[src/rtl/color_pkg.sv]
// Shared constants, FSM state encoding and accumulator record for the
// colour-zone bounding-box detector.
package color_pkg;

  localparam int DEF_IMG_W     = 640;
  localparam int DEF_IMG_H     = 480;
  localparam int DEF_MIN_RUN   = 4;
  localparam int DEF_MIN_COUNT = 64;

  localparam int XW = 10;
  localparam int YW = 10;
  localparam int CW = 20;

  typedef enum logic [1:0] {
    WAIT_VS = 2'd0,
    FRAME   = 2'd1,
    BLANK   = 2'd2
  } frame_state_t;

  typedef struct packed {
    logic [XW-1:0] x_min;
    logic [XW-1:0] x_max;
    logic [YW-1:0] y_min;
    logic [YW-1:0] y_max;
    logic [CW-1:0] pix_cnt;
  } bbox_t;

  // Pixel-count addition that pins at all-ones instead of wrapping.
  function automatic logic [CW-1:0] sat_add(input logic [CW-1:0] a,
                                            input logic [CW-1:0] b);
    logic [CW:0] sum;
    sum = {1'b0, a} + {1'b0, b};
    return sum[CW] ? {CW{1'b1}} : sum[CW-1:0];
  endfunction

endpackage

[src/rtl/color_bbox_detect_run_filter.sv]
// Horizontal run-length filter: a mask pixel only qualifies once it sits in a
// run of at least MIN_RUN consecutive ones on the same line.
module mask_run_filter #(
  parameter int MIN_RUN = 4
) (
  input  logic clk,
  input  logic rst_n,
  input  logic mask_bit,
  input  logic strobe,
  input  logic line_clr,
  output logic qual_first,
  output logic qual_cont
);

  localparam int RW = $clog2(MIN_RUN + 1);
  localparam logic [RW-1:0] RUN_MAX = RW'(MIN_RUN);
  localparam logic [RW-1:0] RUN_PRE = RW'(MIN_RUN - 1);

  logic [RW-1:0] run;

  // Decisions use the run length before this pixel, so they line up with the
  // pixel's own x/y in the top level.
  assign qual_first = strobe & mask_bit & (run == RUN_PRE);
  assign qual_cont  = strobe & mask_bit & (run == RUN_MAX);

  always_ff @(posedge clk) begin
    if (!rst_n) begin
      run <= '0;
    end else if (line_clr) begin
      run <= '0;
    end else if (strobe) begin
      if (!mask_bit)
        run <= '0;
      else if (run != RUN_MAX)
        run <= run + RW'(1);
    end
  end

endmodule

[src/rtl/color_bbox_detect.sv]
// Frame-level bounding-box accumulator: tracks x/y, collects the extent and
// count of run-qualified mask pixels, and publishes them once per frame.
module color_bbox_detect
  import color_pkg::*;
#(
  parameter int IMG_W     = DEF_IMG_W,
  parameter int IMG_H     = DEF_IMG_H,
  parameter int MIN_RUN   = DEF_MIN_RUN,
  parameter int MIN_COUNT = DEF_MIN_COUNT
) (
  input  logic          clk,
  input  logic          rst_n,
  input  logic          per_frame_vsync,
  input  logic          per_frame_href,
  input  logic          per_frame_clken,
  input  logic          per_img_bit,
  output logic [XW-1:0] box_x_min,
  output logic [XW-1:0] box_x_max,
  output logic [YW-1:0] box_y_min,
  output logic [YW-1:0] box_y_max,
  output logic [CW-1:0] box_pix_cnt,
  output logic          box_found,
  output logic          box_valid
);

  localparam logic [XW-1:0] X_LAST = XW'(IMG_W - 1);
  localparam logic [YW-1:0] Y_LAST = YW'(IMG_H - 1);

  frame_state_t  state;
  logic          vs_d;
  logic          href_d;
  logic [XW-1:0] x;
  logic [YW-1:0] y;
  logic          x_full;
  logic          y_full;
  bbox_t         acc;

  logic          vs_rise;
  logic          vs_fall;
  logic          in_frame;
  logic          href_fall;
  logic          pix_valid;
  logic          line_clr;
  logic          qual_first;
  logic          qual_cont;
  logic          qualify;
  logic [CW-1:0] cnt_inc;
  logic [XW-1:0] x_left;

  assign vs_rise   = per_frame_vsync & ~vs_d;
  assign vs_fall   = ~per_frame_vsync & vs_d;
  assign in_frame  = (state == FRAME);
  assign href_fall = in_frame & href_d & ~per_frame_href;
  // x_full / y_full drop strobes past the right edge and lines past the bottom.
  assign pix_valid = in_frame & ~per_frame_vsync & per_frame_href &
                     per_frame_clken & ~x_full & ~y_full;
  assign line_clr  = href_fall | vs_fall;
  assign qualify   = qual_first | qual_cont;

  mask_run_filter #(
    .MIN_RUN (MIN_RUN)
  ) u_run_filter (
    .clk        (clk),
    .rst_n      (rst_n),
    .mask_bit   (per_img_bit),
    .strobe     (pix_valid),
    .line_clr   (line_clr),
    .qual_first (qual_first),
    .qual_cont  (qual_cont)
  );

  always_comb begin
    // NOTE: defaults first so no branch leaves a signal unassigned (no latch).
    cnt_inc = CW'(1);
    x_left  = x;
    if (qual_first) begin
      // The whole run becomes valid at once, so credit it back to its start.
      cnt_inc = CW'(MIN_RUN);
      x_left  = x - XW'(MIN_RUN - 1);
    end
  end

  always_ff @(posedge clk) begin
    if (!rst_n) begin
      state       <= WAIT_VS;
      vs_d        <= 1'b0;
      href_d      <= 1'b0;
      x           <= '0;
      y           <= '0;
      x_full      <= 1'b0;
      y_full      <= 1'b0;
      acc         <= '0;
      box_x_min   <= '0;
      box_x_max   <= '0;
      box_y_min   <= '0;
      box_y_max   <= '0;
      box_pix_cnt <= '0;
      box_found   <= 1'b0;
      box_valid   <= 1'b0;
    end else begin
      // NOTE: non-blocking throughout, so every term reads pre-edge values.
      vs_d      <= per_frame_vsync;
      href_d    <= per_frame_href;
      box_valid <= 1'b0;

      case (state)
        WAIT_VS: if (vs_fall) state <= FRAME;
        FRAME: begin
          if (vs_rise) begin
            state       <= BLANK;
            box_valid   <= 1'b1;
            box_pix_cnt <= acc.pix_cnt;
            if (acc.pix_cnt >= CW'(MIN_COUNT)) begin
              box_found <= 1'b1;
              box_x_min <= acc.x_min;
              box_x_max <= acc.x_max;
              box_y_min <= acc.y_min;
              box_y_max <= acc.y_max;
            end else begin
              box_found <= 1'b0;
              box_x_min <= '0;
              box_x_max <= '0;
              box_y_min <= '0;
              box_y_max <= '0;
            end
          end
        end
        BLANK:   if (vs_fall) state <= FRAME;
        default: state <= WAIT_VS;
      endcase

      if (vs_fall) begin
        x           <= '0;
        y           <= '0;
        x_full      <= 1'b0;
        y_full      <= 1'b0;
        acc.x_min   <= X_LAST;
        acc.x_max   <= '0;
        acc.y_min   <= Y_LAST;
        acc.y_max   <= '0;
        acc.pix_cnt <= '0;
      end else begin
        if (href_fall) begin
          x      <= '0;
          x_full <= 1'b0;
          if (y == Y_LAST)
            y_full <= 1'b1;
          else
            y <= y + YW'(1);
        end

        if (pix_valid) begin
          if (x == X_LAST)
            x_full <= 1'b1;
          else
            x <= x + XW'(1);

          if (qualify) begin
            acc.pix_cnt <= sat_add(acc.pix_cnt, cnt_inc);
            if (x_left < acc.x_min) acc.x_min <= x_left;
            if (x > acc.x_max)      acc.x_max <= x;
            if (y < acc.y_min)      acc.y_min <= y;
            if (y > acc.y_max)      acc.y_max <= y;
          end
        end
      end
    end
  end

endmodule
[config.mk]
export PLATFORM = sky130hd
export DESIGN_NAME = color_bbox_detect
export DESIGN_NICKNAME = d
export VERILOG_FILES = /design/src/rtl/color_pkg.sv /design/src/rtl/color_bbox_detect_run_filter.sv /design/src/rtl/color_bbox_detect.sv
export SDC_FILE = /design/constraint.sdc
export NUM_CORES = 1
export LEC_CHECK = 0
export CAP_MARGIN = 20
export CORE_MARGIN = 3
export CORE_UTILIZATION = 30
export CTS_CLUSTER_DIAMETER = 30
export DETAILED_ROUTE_END_ITERATION = 10
export HOLD_SLACK_MARGIN = 0.05
export PLACE_DENSITY_LB_ADDON = 0.2
export SLEW_MARGIN = 0
export SYNTH_ARGS = -nofsm -noshare
export SYNTH_HDL_FRONTEND = slang
export SYNTH_HIERARCHICAL = 1
export SYNTH_SLANG_ARGS = --single-unit
export TNS_END_PERCENT = 10
[constraint.sdc]
create_clock -name clk -period 9.65 [get_ports clk]
set_clock_uncertainty 0.15 [all_clocks]
set_input_delay 1.93 -clock clk [delete_from_list [all_inputs] [get_ports clk]]
set_output_delay 1.93 -clock clk [all_outputs]
set_load 0.005 [all_outputs]
# == Word level (Yosys, flattened, before mapping) ==
# Index checks and enable logic that the tools add are counted.
# totals
regBits,151
latchBits,0
ramBits,0
rom_bits,0
input_bits,6
out_inout_bits,62
word_cells,111
mem_count,0
# op_classes
add_sub_neg,5
multipliers,0
div_mod_pow,0
order_cmp,5
eq_ne,10
n_shift,0
mux,27
n_bitwise,21
n_reduce_logical,21
# ops
operator,n
60-bit two-way mux,3
10-bit two-way mux,12
20-bit by 20-bit adder with 21-bit output,1
"10-bit by 1-bit adder with 10-bit output, second input constant",2
"20-bit by 7-bit >= comparator with 1-bit output, second input constant",1
10-bit > comparator,2
10-bit < comparator,2
20-bit two-way mux,1
3-bit AND reduction,6
2-bit AND reduction,7
1-bit bitwise AND,12
"10-bit == test, second input constant",1
"10-bit by 9-bit == test with 1-bit output, second input constant",1
"10-bit by 2-bit subtractor with 10-bit output, second input constant",1
3-bit two-way mux,3
2-bit nonzero test,4
1-bit NOT,7
2-bit OR reduction,3
1-bit two-way mux,5
2-bit two-way mux,2
"2-bit by 1-bit != test with 1-bit output, second input constant",2
2-bit case mux with 2 select lines,1
"3-bit by 1-bit adder with 3-bit output, second input constant",1
"3-bit by 2-bit == test with 1-bit output, second input constant",1
7 further kinds,8

# == Logic depth before layout (Yosys ltp) ==
# depth
ltp_word,14
ltp_mapped,14
ltp_nobuf,13

# == Modules after synthesis ==
# Netlist, hierarchy kept.
# modules_own_cells
module,n_inst,cells_per_inst,area_per_inst_um2,seq_area_each_um2
color_bbox_detect,1,830,7070.5,2962.8
mask_run_filter,1,25,203.9,60.1

# == Least setup slack after synthesis ==
# OpenSTA, ideal clock, no wires.
# synth_timing
path_type,input -> register
from,in per_frame_vsync
to,reg acc[54] (netlist bit)
t_arrival_ns,4.972
required_time_ns,9.378
setup_slack_ns,4.407
path_stages,14
path_cell_list,and3b_1 > nand2_1 > inv_1 > and3_1 > nor4b_2 > nand3_1 > xnor2_1 > ha_1 > a211oi_1 > nor2_1 > or3_1 > clkbuf_2 > or4_1 > o311a_1
# synth_rtl
element,line_no,rtl
start: declaration,color_bbox_detect.sv:13,"input logic per_frame_vsync,"
1-bit NOT,color_bbox_detect.sv:55,assign pix_valid = in_frame & ~per_frame_vsync & per_frame_href &
1-bit bitwise AND (3 in a row),color_bbox_detect.sv:55,
1-bit bitwise AND (2 in a row),color_bbox_detect.sv:56,per_frame_clken & ~x_full & ~y_full;
via pix_valid,color_bbox_detect.sv:42,logic pix_valid;
1-bit bitwise AND (2 in a row),color_bbox_detect_run_filter.sv:23,assign qual_first = strobe & mask_bit & (run == RUN_PRE);
via qual_first,color_bbox_detect.sv:44,logic qual_first;
10-bit two-way mux,color_bbox_detect.sv:76,if (qual_first) begin
via x_left[7],color_bbox_detect.sv:48,logic [XW-1:0] x_left;
10-bit < comparator,color_bbox_detect.sv:160,if (x_left < acc.x_min) acc.x_min <= x_left;
2-bit nonzero test (no line),n/a,
3-bit AND reduction (no line),n/a,
end: declaration,color_bbox_detect.sv:36,bbox_t acc;
# The timed path passes the listed nets, and every way through them passes these cells. The select of a mux whose other input is x is not followed.
# A chain may end at the register's enable or synchronous reset.

# == Final worst setup path ==
# layout_timing
from,in per_frame_href
to,reg acc[54] (netlist bit)
# layout_rtl
element,line_no,rtl
start: declaration,color_bbox_detect.sv:14,"input logic per_frame_href,"
1-bit bitwise AND (2 in a row),color_bbox_detect.sv:55,
1-bit bitwise AND (2 in a row),color_bbox_detect.sv:56,
via pix_valid,color_bbox_detect.sv:42,
1-bit bitwise AND (2 in a row),color_bbox_detect_run_filter.sv:23,
via qual_first,color_bbox_detect.sv:44,
10-bit two-way mux,color_bbox_detect.sv:76,
via x_left[7],color_bbox_detect.sv:48,
10-bit < comparator,color_bbox_detect.sv:160,
2-bit nonzero test (no line),n/a,
3-bit AND reduction (no line),n/a,
# The timed path passes the listed nets, and every way through them passes these cells. The select of a mux whose other input is x is not followed.

==> results.md <==
| Stage | Item | Reported |
| --- | --- | --- |
| hold path | Launch point of the worst hold path | box_pix_cnt[12] |
| final layout | Cell Count, Final, Fillers Out | 1227 |
| timing | Final Setup Violations | 0 |
| logic synthesis | Top-count cell post-synth | sky130_fd_sc_hd__dfxtp_1 |
| setup path | Kind of end point of the critical path | register |
| final layout | Multi-input gate area in the final layout | 3870 um2 |
| logic synthesis | Synthesized instance count | 855 |
| logic synthesis | Syn nets | 907 |
| detailed routing | Final antenna-violating net count | 0 |
| placement | Worst slack at placement | 3.10 ns |
| final layout | Total inserted antenna cells | 0 |
| hold path | Path type of the worst min-delay path | register to register |
| clock tree | Clock Tree Root | sky130_fd_sc_hd__clkbuf_16 |
| final layout | Filler cells | 2521 |
| clock tree | TritonCTS clock tree | yes |
| floorplanning | Number of placed I/O pins | 68 |
| detailed routing | Detailed Route Iter0 Violations | 363 |
| setup path | R2R depth | 13 |
| placement | Number of buffers inserted by port buffering | 67 |
| global routing | Remaining global-route overflow | 0 |
| clock tree | Number of buffers on the longest clock path | 2 |
| global routing | Combined global-route utilization of all metal layers | 14.9% |
| pwr | Total power per unit cell area | 149 nW/um2 |
| floorplanning | Overall die width | 162 um |
| logic synthesis | Portion of the post-synthesis area used by sequential elements | 41.6% |
| clock tree | Post-CTS setup buffers | 0 |
| timing | Final-layout setup total negative slack | 0 ns |
| logic synthesis | Post-Syn Area | 7270 um2 |
| detailed routing | Average routed wire per standard cell | 15.5 um |
| placement | HPWL after detailed placement | 13000 um |
| setup path | Startpoint class of the critical path | input pin |
| timing | Transition time at the pin with the least slew margin | 0.975 ns |
| placement | Routability-driven placement congestion ratio | 0.804 |
| global routing | Number of global-route vias before repair | 5892 |
| setup path | Biggest fanout along the worst timing path | 13 |
| logic synthesis | Post-Syn Area per Cell | 8.51 um2 |
| pwr | Total power consumption of the routed design | 0.00130 W |
| floorplanning | Count of standard-cell rows | 56 |
| timing | Number of slew-limit violations in the final report | 0 |
| setup path | Flop2flop setup slack | 5.07 ns |
| clock tree | H-tree depth | 4 |
| global routing | Wire length of the first global-routing pass | 31800 um |
| logic synthesis | Area leader, netlist | sky130_fd_sc_hd__dfxtp_1 |
| timing | Post-layout min period | 6.15 ns |
| clock tree | Post_cts resized | 0 |
| hold path | Cell count of the worst hold path | 2 |
| setup path | Launch instance of the worst register-to-register path | state[0] |
| final layout | Number of nets at the end of the flow | 947 |
| detailed routing | Drt pass-1 iters | 5 |
| final layout | Area Growth Syn to Fin | 20.4% |
| global routing | Number of antenna violations at the first check in global routing | 0 |
| pwr | Worst vdd rail ir drop | 0.0981 mV |
| timing | Fin. Hold Viols | 0 |
| timing | Max transition margin | 33.3% |
| hold path | Endpoint with the worst hold slack | box_pix_cnt[12] |
| timing | Setup repair after global routing missed its margin | false |
| detailed routing | Total Wirelength | 19000 um |
| final layout | Fraction of final layout cells with drive strength greater than 1 | 6.39% |
| setup path | Required time reported for the critical path endpoint | 9.81 ns |
| clock tree | Number of buffers created by CTS | 17 |
| detailed routing | Vias per cell | 5.06 |
| logic synthesis | Number of flip-flops and latches in the synthesized netlist | 151 |
| detailed routing | Via count | 6213 |
| floorplanning | Die area | 26200 um2 |
| timing | Post-route clock period utilization | 63.7% |
| global routing | Largest net degree at the start of global routing | 77 |
| logic synthesis | Cell types with the largest area share after synthesis | sky130_fd_sc_hd__dfxtp_1, sky130_fd_sc_hd__ha_1, sky130_fd_sc_hd__nand2_1 |
| setup path | Reg2Reg Capture Point | acc[54] |
| timing | Worst Slack Setup Final | 3.50 ns |
| status | Outcome | finished, final reports clean |
| clock tree | Number of buffers inserted for hold repair after clock tree synthesis | 0 |
| clock tree | TritonCTS Sinks | 151 |
| logic synthesis | Count of flip-flops with a built-in enable after synthesis | 0 |
| logic synthesis | Async set-or-reset flop fraction in the synthesized netlist | 0% |
| setup path | Endpoint arrival time on the critical path | 6.31 ns |
| final layout | Register cell area after layout | 3020 um2 |
| floorplanning | Overall die height | 162 um |
| timing | Maximum clock frequency | 163 MHz |
| run | Maximum Capacitance Violations | 0 |
| final layout | Finished Core Util | 37.0% |
| logic synthesis | Dominant register cell in the synthesized netlist | sky130_fd_sc_hd__dfxtp_1 |
| setup path | CP Class | input pin to register |
| clock tree | Clock transition time at the flip-flop clock pins of the worst setup and hold paths | 0.07 ns |
| floorplanning | Initial Utilization | 30.7% |
| detailed routing | Number of DRC violations after detailed routing | 0 |
| pwr | Static power due to leakage | 3.00 nW |
| placement | Count of placed standard cells including taps | 1195 |
| logic synthesis | Number of library cell types mapped by synthesis | 67 |
| logic synthesis | Yosys top cell area share | 41.6% |
| floorplanning | Core Box Area | 23700 um2 |
| logic synthesis | Count of yosys warnings during synthesis | 6 |
| clock tree | Source-to-sink clock delay at the later pin of the worst-skew pair | 0.42 ns |
| logic synthesis | Most frequent cells after synthesis | sky130_fd_sc_hd__dfxtp_1, sky130_fd_sc_hd__nand2_1, sky130_fd_sc_hd__nor2_1, sky130_fd_sc_hd__inv_1, sky130_fd_sc_hd__ha_1 |
routing by layer:
layer  vias up  routed length (um)  GRT usage [%]  part of all wire [%]
met1      2958                9300           19.9                    49
met2       101                8730           24.7                    46
met3        13                 760           3.16                   4.0
met5         -                   0              0                     0
met4         0                 215           3.80                   1.1
li1       3141                   -              -                     -
placed cells by master (no fill, tap or decap), types with 12 or more instances in the layout:
cell type / count
sky130_fd_sc_hd__nand4_1: 26
sky130_fd_sc_hd__o21ai_0: 36
sky130_fd_sc_hd__mux2i_1: 13
sky130_fd_sc_hd__nor4_1: 12
sky130_fd_sc_hd__a21oi_1: 44
sky130_fd_sc_hd__nor2_1: 79
sky130_fd_sc_hd__xnor2_1: 24
sky130_fd_sc_hd__a22oi_1: 42
sky130_fd_sc_hd__clkdlybuf4s50_1: 67
sky130_fd_sc_hd__nand2_1: 90
sky130_fd_sc_hd__nor3_1: 20
sky130_fd_sc_hd__dfxtp_1: 151
sky130_fd_sc_hd__clkbuf_16: 17
sky130_fd_sc_hd__a31oi_1: 16
sky130_fd_sc_hd__nand3_1: 23
sky130_fd_sc_hd__inv_1: 52
sky130_fd_sc_hd__ha_1: 46
power breakdown:
part / leakage [nW] / switching (W) / internal, W / total (W)
logic: 1.51 / 0.0000331 / 0.0000132 / 0.0000463
clock network: 0.269 / 0.000291 / 0.000335 / 0.000627
registers: 1.22 / 0.00000420 / 0.000627 / 0.000632
total: 3.00 / 0.000328 / 0.000976 / 0.00130
critical path, cell delays in order:
cell                              delay (ns)
sky130_fd_sc_hd__clkdlybuf4s50_1        0.60
sky130_fd_sc_hd__and3b_1                0.25
sky130_fd_sc_hd__nand2_1                0.29
sky130_fd_sc_hd__inv_1                  0.37
sky130_fd_sc_hd__and3_1                 0.39
sky130_fd_sc_hd__nor4b_2                0.45
sky130_fd_sc_hd__nand3_1                0.15
sky130_fd_sc_hd__xnor2_1                0.25
sky130_fd_sc_hd__ha_1                   0.29
sky130_fd_sc_hd__a211oi_1               0.21
sky130_fd_sc_hd__nor2_1                 0.10
sky130_fd_sc_hd__or3_1                  0.46
sky130_fd_sc_hd__or4_1                  0.43
sky130_fd_sc_hd__o311a_1                0.13
through the flow:
step                      hold WS [ns]  area (um2)
final                            0.302        8760
after floorplan                  0.296        7270
after detailed placement         0.297        8210
after CTS                        0.307        8760
after global routing             0.321        8760
after global placement           0.294        8210
area by class of cell:
class,instances,share of cell area [%]
Tap cell,319,4.56
Sequential cell,151,34.5
Multi-Input combinational cell,598,44.2
Clock inverter,15,1.36
Timing Repair Buffer,74,8.26
Clock buffer,17,4.86
Inverter,53,2.27
flip-flops by register name, indices dropped and copies added, names as in the netlist:
signal            count
box_x_min            10
u_run_filter/run      3
box_y_min            10
x                    10
box_found             1
acc                  60
box_x_max            10
y_full                1
box_pix_cnt          20
state                 2
box_valid             1
box_y_max            10
x_full                1
href_d                1
y                    10
vs_d                  1
logic make-up (layout without fill, tap and decap cells):
logic type               Yosys count  count (layout)  share of synthesized area (%)
flip-flops                       151             151                           41.6
XOR/XNOR                          33              33                           3.97
adder cells (fa/ha/maj)           46              46                           7.91
AND/OR/NAND/NOR                  312             312                           21.4
AO/OA/AOI/OAI                    192             192                           17.5
multiplexers                      15              15                           2.10
buffers and inverters            106             159                           5.56
worst max path at each step:
stage | start | to | slack (ns) | depth (start not counted)
after floorplan | per_frame_vsync | acc[54] | 4.41 | 14
after global routing | per_frame_href | acc[5] | 3.04 | 10
after global placement | per_frame_href | acc[54] | 3.20 | 14
final | per_frame_href | acc[54] | 3.50 | 14
after detailed placement | per_frame_href | acc[54] | 3.10 | 14
after CTS | per_frame_href | acc[54] | 3.54 | 14
Power figures use the tool's default switching activity.
